### src/rtl/cdb_arbiter_if.sv
// Common data bus request/broadcast bundle between the execution units and the CDB arbiter.
interface cdb_arbiter_if #(
  parameter int TAG_W  = 4,
  parameter int DATA_W = 32
);
  logic [3:0]          req_valid;
  logic [4*TAG_W-1:0]  req_tag;
  logic [4*DATA_W-1:0] req_data;
  logic                flush;
  logic [3:0]          req_grant;
  logic                cdb_valid;
  logic [TAG_W-1:0]    cdb_tag;
  logic [DATA_W-1:0]   cdb_data;
  logic [15:0]         cdb_count;

  modport slave (
    input  req_valid, req_tag, req_data, flush,
    output req_grant, cdb_valid, cdb_tag, cdb_data, cdb_count
  );

  modport master (
    output req_valid, req_tag, req_data, flush,
    input  req_grant, cdb_valid, cdb_tag, cdb_data, cdb_count
  );
endinterface

### src/rtl/cdb_arbiter.sv
// Four-way round-robin arbiter for the common data bus: combinational one-hot grant,
// registered broadcast of the winner's tag/result, saturating broadcast counter.
module cdb_arbiter #(
  parameter int TAG_W  = 4,
  parameter int DATA_W = 32
) (
  input  logic         clk,
  input  logic         rst_n,
  cdb_arbiter_if.slave bus
);

  function automatic logic [15:0] sat_inc(input logic [15:0] x);
    return (x == 16'hFFFF) ? x : x + 16'd1;
  endfunction

  logic [1:0]        ptr;
  logic [1:0]        win;
  logic [1:0]        idx;
  logic              found;
  logic              grant_any;
  logic [3:0]        grant;
  logic [TAG_W-1:0]  tag_sel;
  logic [DATA_W-1:0] data_sel;

  logic              vld_p1;
  logic [TAG_W-1:0]  tag_p1;
  logic [DATA_W-1:0] data_p1;
  logic [15:0]       count_p1;

  // Stage 0: search from ptr upward (mod 4); reset and flush both mask the grant.
  always_comb begin
    found = 1'b0;
    win   = 2'd0;
    idx   = 2'd0;
    for (int k = 0; k < 4; k++) begin
      idx = ptr + 2'(k);
      if (!found && bus.req_valid[idx]) begin
        found = 1'b1;
        win   = idx;
      end
    end
    grant_any = found && rst_n && !bus.flush;
    grant     = 4'b0000;
    if (grant_any) grant[win] = 1'b1;
    tag_sel  = bus.req_tag[win*TAG_W +: TAG_W];
    data_sel = bus.req_data[win*DATA_W +: DATA_W];
  end

  // Stage 1: broadcast register; tag/data hold when nothing is granted.
  always_ff @(posedge clk) begin
    if (!rst_n) begin
      ptr      <= 2'd0;
      vld_p1   <= 1'b0;
      tag_p1   <= '0;
      data_p1  <= '0;
      count_p1 <= 16'd0;
    end else begin
      vld_p1 <= grant_any;
      if (grant_any) begin
        ptr      <= win + 2'd1;
        tag_p1   <= tag_sel;
        data_p1  <= data_sel;
        count_p1 <= sat_inc(count_p1);
      end
    end
  end

  assign bus.req_grant = grant;
  assign bus.cdb_valid = vld_p1;
  assign bus.cdb_tag   = tag_p1;
  assign bus.cdb_data  = data_p1;
  assign bus.cdb_count = count_p1;

endmodule

### src/flat_wrapper.sv
// flat-port wrapper written by rule: the top's interface ports become plain ports
module cdb_arbiter_flat 
#(
  parameter int TAG_W  = 4,
  parameter int DATA_W = 32
)
  (clk, rst_n, bus_req_valid, bus_req_tag, bus_req_data, bus_flush, bus_req_grant, bus_cdb_valid, bus_cdb_tag, bus_cdb_data, bus_cdb_count);
  cdb_arbiter_if #(.TAG_W(TAG_W), .DATA_W(DATA_W)) bus_i ();
  input  logic clk;
  input  logic rst_n;
  input wire logic [$bits(bus_i.req_valid)-1:0] bus_req_valid;
  input wire logic [$bits(bus_i.req_tag)-1:0] bus_req_tag;
  input wire logic [$bits(bus_i.req_data)-1:0] bus_req_data;
  input wire logic [$bits(bus_i.flush)-1:0] bus_flush;
  output wire logic [$bits(bus_i.req_grant)-1:0] bus_req_grant;
  output wire logic [$bits(bus_i.cdb_valid)-1:0] bus_cdb_valid;
  output wire logic [$bits(bus_i.cdb_tag)-1:0] bus_cdb_tag;
  output wire logic [$bits(bus_i.cdb_data)-1:0] bus_cdb_data;
  output wire logic [$bits(bus_i.cdb_count)-1:0] bus_cdb_count;
  assign bus_i.req_valid = bus_req_valid;
  assign bus_i.req_tag = bus_req_tag;
  assign bus_i.req_data = bus_req_data;
  assign bus_i.flush = bus_flush;
  assign bus_req_grant = bus_i.req_grant;
  assign bus_cdb_valid = bus_i.cdb_valid;
  assign bus_cdb_tag = bus_i.cdb_tag;
  assign bus_cdb_data = bus_i.cdb_data;
  assign bus_cdb_count = bus_i.cdb_count;
  cdb_arbiter #(.TAG_W(TAG_W), .DATA_W(DATA_W)) u_core (.clk(clk), .rst_n(rst_n), .bus(bus_i));
endmodule
### config.mk
export PLATFORM = sky130hd
export DESIGN_NAME = cdb_arbiter_flat
export DESIGN_NICKNAME = d
export VERILOG_FILES = /design/src/rtl/cdb_arbiter_if.sv /design/src/rtl/cdb_arbiter.sv /design/src/flat_wrapper.sv
export SDC_FILE = /design/constraint.sdc
export NUM_CORES = 1
export LEC_CHECK = 0
export ABC_AREA = 1
export BUFFER_PORTS_ARGS = -buffer_cell sky130_fd_sc_hd__buf_2
export CORE_MARGIN = 5
export CORE_UTILIZATION = 43
export DETAILED_ROUTE_END_ITERATION = 12
export GPL_ROUTABILITY_DRIVEN = 0
export PLACE_DENSITY = 0.76
export SLEW_MARGIN = 20
export SYNTH_ARGS = -nofsm -noshare
export SYNTH_HDL_FRONTEND = slang
export SYNTH_SLANG_ARGS = --single-unit
### constraint.sdc
create_clock -name clk -period 1.8 [get_ports clk]
set_clock_uncertainty 0.15 [all_clocks]
set_input_delay 0.18 -clock clk [delete_from_list [all_inputs] [get_ports clk]]
set_output_delay 0.18 -clock clk [all_outputs]
set_load 0.01 [all_outputs]
Word-level counts from Yosys, hierarchy flattened

Index checks and enable logic that the tools add are counted.

Memories kept: 0
Input bits: 151
Register bits after elaboration: 55
Latch bits: 0
Word-level logic and storage cells: 50
Memory bits (writable): 0
Memory bits (read-only): 0

Bitwise operators: 1
Reduce and logical (&&, ||, !) cells: 11
$add $sub $neg: 5
Shifts and indexed selects: 2
Equal/unequal tests: 1
$mul: 0
Muxes and demuxes: 19
$lt $le $gt $ge: 6
Divide/modulo/power cells: 0

Operators by type and width:

| operator                | count |
|---|---|
| $shiftx A128 B8 Y32     | 1 |
| $add A16 B1 Y16 const B | 1 |
| $eq A16 B16 Y1 const B  | 1 |
| $shiftx A16 B5 Y4       | 1 |
| $lt A2 B3 Y1 const B    | 5 |
| $mux W1                 | 9 |
| $bmux W1 S2             | 4 |
| $mux W2                 | 4 |
| $logic_and A1 B1 Y1     | 6 |
| $add A2 B1 Y2 const B   | 2 |
| $add A2 B2 Y2 const B   | 2 |
| $logic_not A1 Y1        | 4 |
| $mux W4                 | 1 |
| $demux W1 S2            | 1 |
| $ge A2 B1 Y1 const B    | 1 |
| $reduce_and A2 Y1       | 1 |
| $not A1 Y1              | 1 |

Depth between registers and ports, before layout

Gate-level depths: netlist of the first run.

Word-level depth: 17
Gate-level depth with buffers: 18
Mapped depth without buffers: 15

Worst setup path after synthesis of the first run

Ideal clock, no wire load.

Path kind: reg2reg
From: register u_core.count_p1[0] (netlist: u_core.bus.cdb_count[0])
To: register u_core.count_p1[0] (netlist: u_core.bus.cdb_count[0])
Slack: -0.234 ns
Buffers on the path: 1
Arrival time: 1.756 ns
Setup time: 0.128 ns
Data required time: 1.522 ns
Period minus slack after synthesis: 2.034 ns
Stages on the path, launching flop included: 11
Cell sequence: dfxtp_1 > ha_1 > nand2_1 > nor2_1 > nand2_1 > or3_1 > nand2_4 > inv_2 > buf_4 > o21ai_0 > a21oi_1

Cells in the longest elaborated chain, start to end: 3

Ends and longest elaborated chain:

| item                                                    | RTL line          | text |
|---|---|---|
| from (decl)                                             | cdb_arbiter.sv:28 | `logic [15:0] count_p1;` |
| from (signal assigned)                                  | cdb_arbiter.sv:63 | `count_p1 <= sat_inc(count_p1);` |
| branches (longest 3 deep; another with $add A16 B1 Y16) | n/a               |  |

Parallel ways; which one is timed is not known.
A chain may end at the register's enable or synchronous reset.

Worst setup path in the final report of the first run

From: register u_core.ptr[0]
To: output bus_req_grant[1]

Cells in the longest elaborated chain, start to end: 17

Ends and longest elaborated chain:

| item                                                  | RTL line           | text |
|---|---|---|
| from (decl)                                           | cdb_arbiter.sv:16  | `logic [1:0] ptr;` |
| from (signal assigned)                                | cdb_arbiter.sv:60  | `ptr <= win + 2'd1;` |
| branches (longest 16 deep; another with $lt A2 B3 Y1) | n/a                |  |
| $mux W4 (*)                                           | cdb_arbiter.sv:44  | `if (grant_any) grant[win] = 1'b1;` |
| to (decl)                                             | flat_wrapper.sv:15 | `output wire logic [$bits(bus_i.req_grant)-1:0] bus_req_grant;` |

Every way passes the cells marked *. The select of a mux whose other input is x is not followed.

==> metrics.md, run 1 <==
| Metric | Value |
|---|---|
| Status | finished, violations left |
| Failing checks | negative setup slack |
| Ys async rst share | 0% |
| DR vias | 5897 |
| Worst skew pair latency | approximately 0.32 ns |
| Vias per cell | 5.141 |
| Worst reg2reg startpoint | u_core.ptr[0]$_SDFFE_PN0P_ |
| Area growth syn-to-layout | 67.43% |
| Core area | 9684 um2 |
| Syn_area_per_cell | 5.659 um2 |
| Maximum VDD drop | approximately 550 uV |
| Worst R2R End | u_core.bus.cdb_data[8]$_SDFFE_PN0P_ |
| Yosys cell types | 33 |
| Initial antenna violation count | 1 |
| WHS Path Cells | 5 |
| Total GRT Usage | roughly a quarter |
| Highest clock rate | 429.0 MHz |
| Pin count of the biggest net entering global routing | 46 |
| CTS root buffer | clkbuf_8 |
| Ant. Diodes | 0 |
| Layout fillers | 801 |
| Pins Over Slew Limit | 0 |
| Post-synth top flop | dfxtp_1 |
| Vias in the first global route | 5483 |
| Crit-path max FO | 6 |
| Min-delay worst type | in -> reg |
| DR iter-0 viols | 431 |
| Multi-input logic area | roughly 3000 um2 |
| Power, Total | roughly 6.8 mW |
| Buffer levels on the longest clock path | 2 |
| Final nets | 1165 |
| CTS buffer count | 5 |
| Die W | 109.1 um |
| Hold Crit Start | bus_req_data[109] |
| Final critical-path share of the clock period | 129.5% |
| H-Tree Depth | 2 |
| ANT nets after route | 0 |
| First-pass GRT wire length | ~25000 um |
| Flops & latches, synth | 55 |
| Worst reg2reg setup slack | -0.47 ns |
| Worst Setup Start Kind | register |
| Crit-path max cell delay | 0.40 ns |
| Placed inst area | between 5000 and 6000 um2 |
| Pwr dens | ~960 nW/um2 |
| Post-route worst setup slack | -0.5308 ns |
| Final number of hold-violating endpoints | 0 |
| Die area | about 12000 um2 |
| Max stage delay cell, worst path | dfxtp_4 |
| RSZ-0062 raised after global routing | yes |
| Max_slew headroom | around two thirds |
| Congestion Overflow GR | 0 |
| Setup crit end kind | primary output |
| Routed wire per std cell | 15.16 um |
| Detailed-route DRC error count | 0 |
| Hold EP | u_core.bus.cdb_data[13]$_SDFFE_PN0P_ |
| Clock slew at reported path FFs | around 0.11 ns |
| Initial core utilization | 43.59% |
| Worst path cell trace | buf_6, nand2_2, nand2_2, nand2_2, nand2_2, nor2_4, nand3_4, nand2_4, buf_6, nor2_4, nand2_1, inv_1, buf_2 |
| Count of warnings emitted by yosys | 0 |
| Share of cells above drive strength 1 | between 40% and 50% |
| Cell row count | 36 |
| Reg area | about 1100 um2 |
| PortBufs | 207 |
| Die height | about 110 um |
| Mapped Nets | 898 |
| Most used cell, CP | nand2_2 |
| CTS Hold Bufs | 0 |
| CP required | 1.47 ns |
| Post-DP HPWL | 11580 um |
| Post-synth EDFFs | 0 |
| Fin area | 7068 um2 |
| Max cap viols | 0 |
| CTS tree | yes |
| Setup violators final | between 50 and 60 |
| Actual slew at the worst max-slew pin | ~0.53 ns |
| Post-synthesis sequential area ratio | 26.08% |
| DRT Pass-1 Iters | 5 |
| Critical path class | reg -> out |
| Synthesized instance count | 746 |
| Cell Area, Synth | 4222 um2 |
| R2R depth | 18 |
| WP data arrival | 2.00 ns |
| Lkg Pwr | 3.903 nW |
| CTS Sinks | 55 |
| I/O pin total | 208 |
| Post-Route WL | 17390 um |
| Final min period | ~2.3 ns |
-- cell usage in the layout (no fill, tap or decap), types with 11 or more instances in the layout --
| cell type | n |
|---|---|
| buf_2 | 206 |
| nand2_1 | 195 |
| inv_1 | 102 |
| nand3_1 | 68 |
| nor2_1 | 53 |
| nand4_1 | 53 |
| buf_4 | 53 |
| dfxtp_1 | 51 |
| nand2_2 | 49 |
| a21oi_1 | 25 |
| nand3_2 | 22 |
| buf_6 | 18 |
| buf_12 | 18 |
| nand2_4 | 11 |
-- cell usage after synthesis, types with 2 or more instances --
master	number	area share, %
buf_1	2	0.18
inv_2	3	0.27
o21ai_0	10	1.2
nand4_1	53	7.9
xor2_1	2	0.42
nand2_4	2	0.53
buf_8	2	0.71
xnor2_1	3	0.62
nor3_1	11	1.3
nor2_1	60	5.3
nand2_1	252	22
clkbuf_1	22	2.0
a21oi_1	31	3.7
inv_1	106	9.4
dfxtp_1	55	26
buf_4	4	0.71
buf_6	7	1.9
buf_2	11	1.3
nand3_1	92	11
nand3_2	3	0.71
nand2_2	3	0.44
-- layout make-up --
type | instances | area share [%]
clock buffers | 5 | 0.9736
clock inverters | 3 | 0.9559
inverters | 112 | 6.337
multi-input cells | 531 | 41.37
flip-flops and latches | 55 | 15.72
well taps | 133 | 2.354
repair buffers | 308 | 32.29
-- what timing repair did --
action                                  CTS  global route
gates cloned                              7             4
setup buffers                            16             7
endpoints found under the setup margin   59            59
pin swaps                                22            54
resized for setup                        88            93
-- layer usage --
| metal | up-vias | global-route usage, % | part of all wire (%) |
|---|---|---|---|
| li1 | 2905 | - | - |
| met1 | 2646 | 32.12 | 40 |
| met2 | 307 | 45.53 | 48 |
| met3 | 37 | 5.625 | 9.7 |
| met4 | 2 | 8.476 | 2.3 |
| met5 | - | 0 | 0.075 |
-- kinds of logic (layout without fill, tap and decap cells) --
family,Yosys count,in the layout,synth area share [%]
adders and majority gates,1,1,0.2963
buffers and inverters,160,428,16.86
AOI/OAI and AO/OA,43,43,5.187
xor gates and xnor gates,5,5,1.038
and+or+nand+nor,482,482,50.53
DFF,55,55,26.08
-- worst max-delay path: cells and delay by family (launching register included) --
family | cells | cell delay [ns]
simple gates | 9 | 0.80
flops | 1 | 0.40
buf+inv | 4 | 0.48
-- sequential cells by signal (all words and copies together) (netlist names) --
signal	cells
u_core.ptr	2
u_core.bus.cdb_count	16
u_core.bus.cdb_tag	4
u_core.bus.cdb_data	32
u_core.bus.cdb_valid	1
-- per-stage QoR --
stage          utilization, %  setup slack (ns)  TNS, ns  hold WS, ns  instances
6_report                72.98           -0.5308   -20.36     0.004008       1147
4_1_cts                 68.98           -0.4320   -18.77     0.008233       1142
5_1_grt                 72.98           -0.5911   -26.01      0.03041       1147
2_1_floorplan               -          -0.06674   -2.581       0.2409        746
3_5_place_dp            60.94           -0.3138   -13.34       0.3095       1111
3_3_place_gp            60.94           -0.2331   -9.606       0.3044       1111
-- worst max-delay path by stage --
stage	from	to	slack, ns
finish	u_core.ptr[0]$_SDFFE_PN0P_	bus_req_grant[1]	-0.53
global route	u_core.ptr[0]$_SDFFE_PN0P_	bus_req_grant[1]	-0.59
CTS	u_core.ptr[0]$_SDFFE_PN0P_	bus_req_grant[2]	-0.43
global placement	u_core.ptr[0]$_SDFFE_PN0P_	u_core.bus.cdb_data[10]$_SDFFE_PN0P_	-0.23
floorplan	u_core.ptr[0]$_SDFFE_PN0P_	u_core.bus.cdb_data[10]$_SDFFE_PN0P_	-0.07
detailed placement	u_core.ptr[0]$_SDFFE_PN0P_	u_core.bus.cdb_tag[2]$_SDFFE_PN0P_	-0.31
-- report_power, final --
| part | internal (mW) | switching [mW] |
|---|---|---|
| clock | 0.555 | 0.451 |
| sequential | 1.42 | 0.117 |
| combinational | 1.98 | 2.25 |
(Power assumes the default switching activity.)
==> inputs of run 2 (changes only) <==
Settings changed: CAP_MARGIN from default to 40, REMOVE_ABC_BUFFERS from default to 1.
==> run 2 against run 1 <==
Net effect: the flow still finishes with violations (negative setup slack); setup slack better by 0.0079 ns; sequential share of layout area is 0.90 points higher; first-iteration DRC count is 7.2% lower; largest power group unchanged.
==> metrics.md, run 2 (same netlist as run 1, synthesis figures left out) <==
| Metric | Value |
|---|---|
| Post-DP HPWL | 10990 um (was 11580 um) |
| Total GRT Usage | 26.53% (was 26.22%) |
| Worst skew pair latency | 0.30 ns (was 0.32 ns) |
| Final number of hold-violating endpoints | 0 (unchanged) |
| Buffer levels on the longest clock path | 2 (unchanged) |
| Die W | 109.1 um (unchanged) |
| Max stage delay cell, worst path | dfxtp_2 (was dfxtp_4) |
| Most used cell, CP | buf_6 (was nand2_2) |
| Min-delay worst type | in -> reg (unchanged) |
| Layout fillers | 842 (was 801) |
| Most common cell after layout, fill and taps aside | nand2_1 (was buf_2) |
| PortBufs | 207 (unchanged) |
| Die height | 109.1 um (unchanged) |
| Ant. Diodes | 0 (unchanged) |
| Actual slew at the worst max-slew pin | 0.5070 ns (was 0.5286 ns) |
| DRT Pass-1 Iters | 5 (unchanged) |
| CP required | 1.47 ns (about the same) |
| Initial antenna violation count | 0 (was 1) |
| Fin area | 6654 um2 (was 7068 um2) |
| Detailed-route DRC error count | 0 (unchanged) |
| CTS buffer count | 5 (unchanged) |
| Setup crit end kind | primary output (unchanged) |
| Setup violators final | 59 (unchanged) |
| DR vias | 5777 (was 5897) |
| Max FFs per register | 32 (unchanged) |
| Area growth syn-to-layout | 57.62% (was 67.43%) |
| Vias in the first global route | 5414 (was 5483) |
| Core area | 9684 um2 (unchanged) |
| Status | finished, violations left (unchanged) |
| Pwr dens | 957.6 nW/um2 (was 957.1 nW/um2) |
| Most frequent cells in the layout | 229 x nand2_1, 206 x buf_2, 103 x inv_1, 85 x nand3_1 (was 206 x buf_2, 195 x nand2_1, 102 x inv_1, 68 x nand3_1) |
| Cell row count | 36 (unchanged) |
| Final critical-path share of the clock period | 129.0% (was 129.5%) |
| Pin count of the biggest net entering global routing | 46 (unchanged) |
| DR iter-0 viols | 400 (was 431) |
| Post-Route WL | 16400 um (was 17390 um) |
| Final core utilization | 68.71% (was 72.98%) |
| Max cap viols | 0 (unchanged) |
| Lkg Pwr | 3.710 nW (was 3.903 nW) |
| Worst hold slack | 0.03067 ns (was 0.004008 ns) |
| H-Tree Depth | 2 (unchanged) |
| CTS tree | yes (unchanged) |
| Routed wire per std cell | 14.46 um (was 15.16 um) |
| First-pass GRT wire length | 25270 um (was 25210 um) |
| Worst path cell trace | buf_6, inv_8, nand2_4, nand3_4, inv_1, a31oi_1, nand2_2, nor2_4, buf_4, nand2_1, inv_2, buf_6 (was buf_6, nand2_2, nand2_2, nand2_2, nand2_2, nor2_4, nand3_4, nand2_4, buf_6, nor2_4, nand2_1, inv_1, buf_2) |
| Max_slew headroom | 66.20% (was 64.76%) |
| Die area | 11900 um2 (unchanged) |
| Post-route worst setup slack | -0.5229 ns (was -0.5308 ns) |
| Vias per cell | 5.094 (was 5.141) |
| Maximum VDD drop | 503.3 uV (was 545.7 uV) |
| I/O pin total | 208 (unchanged) |
| Placed inst area | 5776 um2 (was 5902 um2) |
| Highest clock rate | 430.5 MHz (was 429.0 MHz) |
| Multi-input logic area | 2654 um2 (was 2924 um2) |
| Critical path class | reg -> out (unchanged) |
| Reg area | 1106 um2 (was 1111 um2) |
| Final min period | 2.323 ns (was 2.331 ns) |
| CTS Sinks | 55 (unchanged) |
| CTS root buffer | clkbuf_8 (unchanged) |
| Clock slew at reported path FFs | 0.10 ns (was 0.11 ns) |
| Pins Over Slew Limit | 0 (unchanged) |
| Worst Setup Start Kind | register (unchanged) |
| Initial core utilization | 43.59% (unchanged) |
| Failing checks | negative setup slack (unchanged) |
| Congestion Overflow GR | 0 (unchanged) |
| Share of cells above drive strength 1 | 36.96% (was 44.08%) |
| RSZ-0062 raised after global routing | yes (unchanged) |
| Final nets | 1152 (was 1165) |
| ANT nets after route | 0 (unchanged) |
| Crit-path max FO | 9 (was 6) |
| WP data arrival | 1.99 ns (was 2.00 ns) |
| Crit-path max cell delay | 0.35 ns (was 0.40 ns) |
==> run 2: worst paths after layout <==
path                                                     startpoint                              endpoint  slack (ns)  cells past startpoint
worst min register to register  u_core.bus.cdb_data[2]$_SDFFE_PN0P_   u_core.bus.cdb_data[2]$_SDFFE_PN0P_        0.32                      2
worst max-delay path                     u_core.ptr[0]$_SDFFE_PN0P_                      bus_req_grant[1]       -0.52                     12
worst min-delay path                              bus_req_data[111]  u_core.bus.cdb_data[15]$_SDFFE_PN0P_        0.03                      5
worst max register to register           u_core.ptr[0]$_SDFFE_PN0P_   u_core.bus.cdb_data[0]$_SDFFE_PN0P_       -0.45                     17
==> run 2: cell type report <==
cell class / instances / area share (%)
Tap cell: 133 / 2.501
Clock buffer: 7 / 1.448
Multi-Input combinational cell: 531 / 39.88
Timing Repair Buffer: 295 / 32.85
Clock inverter: 1 / 0.1128
Sequential cell: 55 / 16.62
Inverter: 112 / 6.581
==> run 2: repair_timing <==
action,4_1_cts,5_1_grt
pin swaps,11,10
resized for setup,69,37
gates cloned,9,2
hold buffers,0,0
buffers inserted,11,3
setup endpoints to repair,58,59
==> run 2: stage by stage <==
stage | total power, mW | setup TNS [ns] | setup slack, ns | std cells
CTS | 6.110 | -17.60 | -0.4469 | 1129
detailed placement | 4.515 | -11.85 | -0.2700 | 1102
finish | 6.372 | -19.65 | -0.5229 | 1134
global placement | 4.500 | -9.019 | -0.2151 | 1102
global route | 6.802 | -26.29 | -0.6199 | 1134
floorplan | 3.155 | -86.67 | -2.064 | 698
==> run 2: power by group <==
group          internal [mW]  switching (mW)
logic                   1.96            2.11
clock network          0.351           0.418
registers               1.41           0.117
total                   3.73            2.64
==> run 2: metal layers <==
layer / global-route usage, % / share of wire, %
met1: 33.24 / 39
met3: 3.612 / 8.2
met2: 46.80 / 50
met5: 0 / 0
met4: 8.386 / 3.2
==> run 2: critical path, delay by kind of cell (launching register included) <==
kind	cells	cell delay, ns
flops	1	0.35
compound gates	1	0.26
simple gates	5	0.50
buf+inv	6	0.59
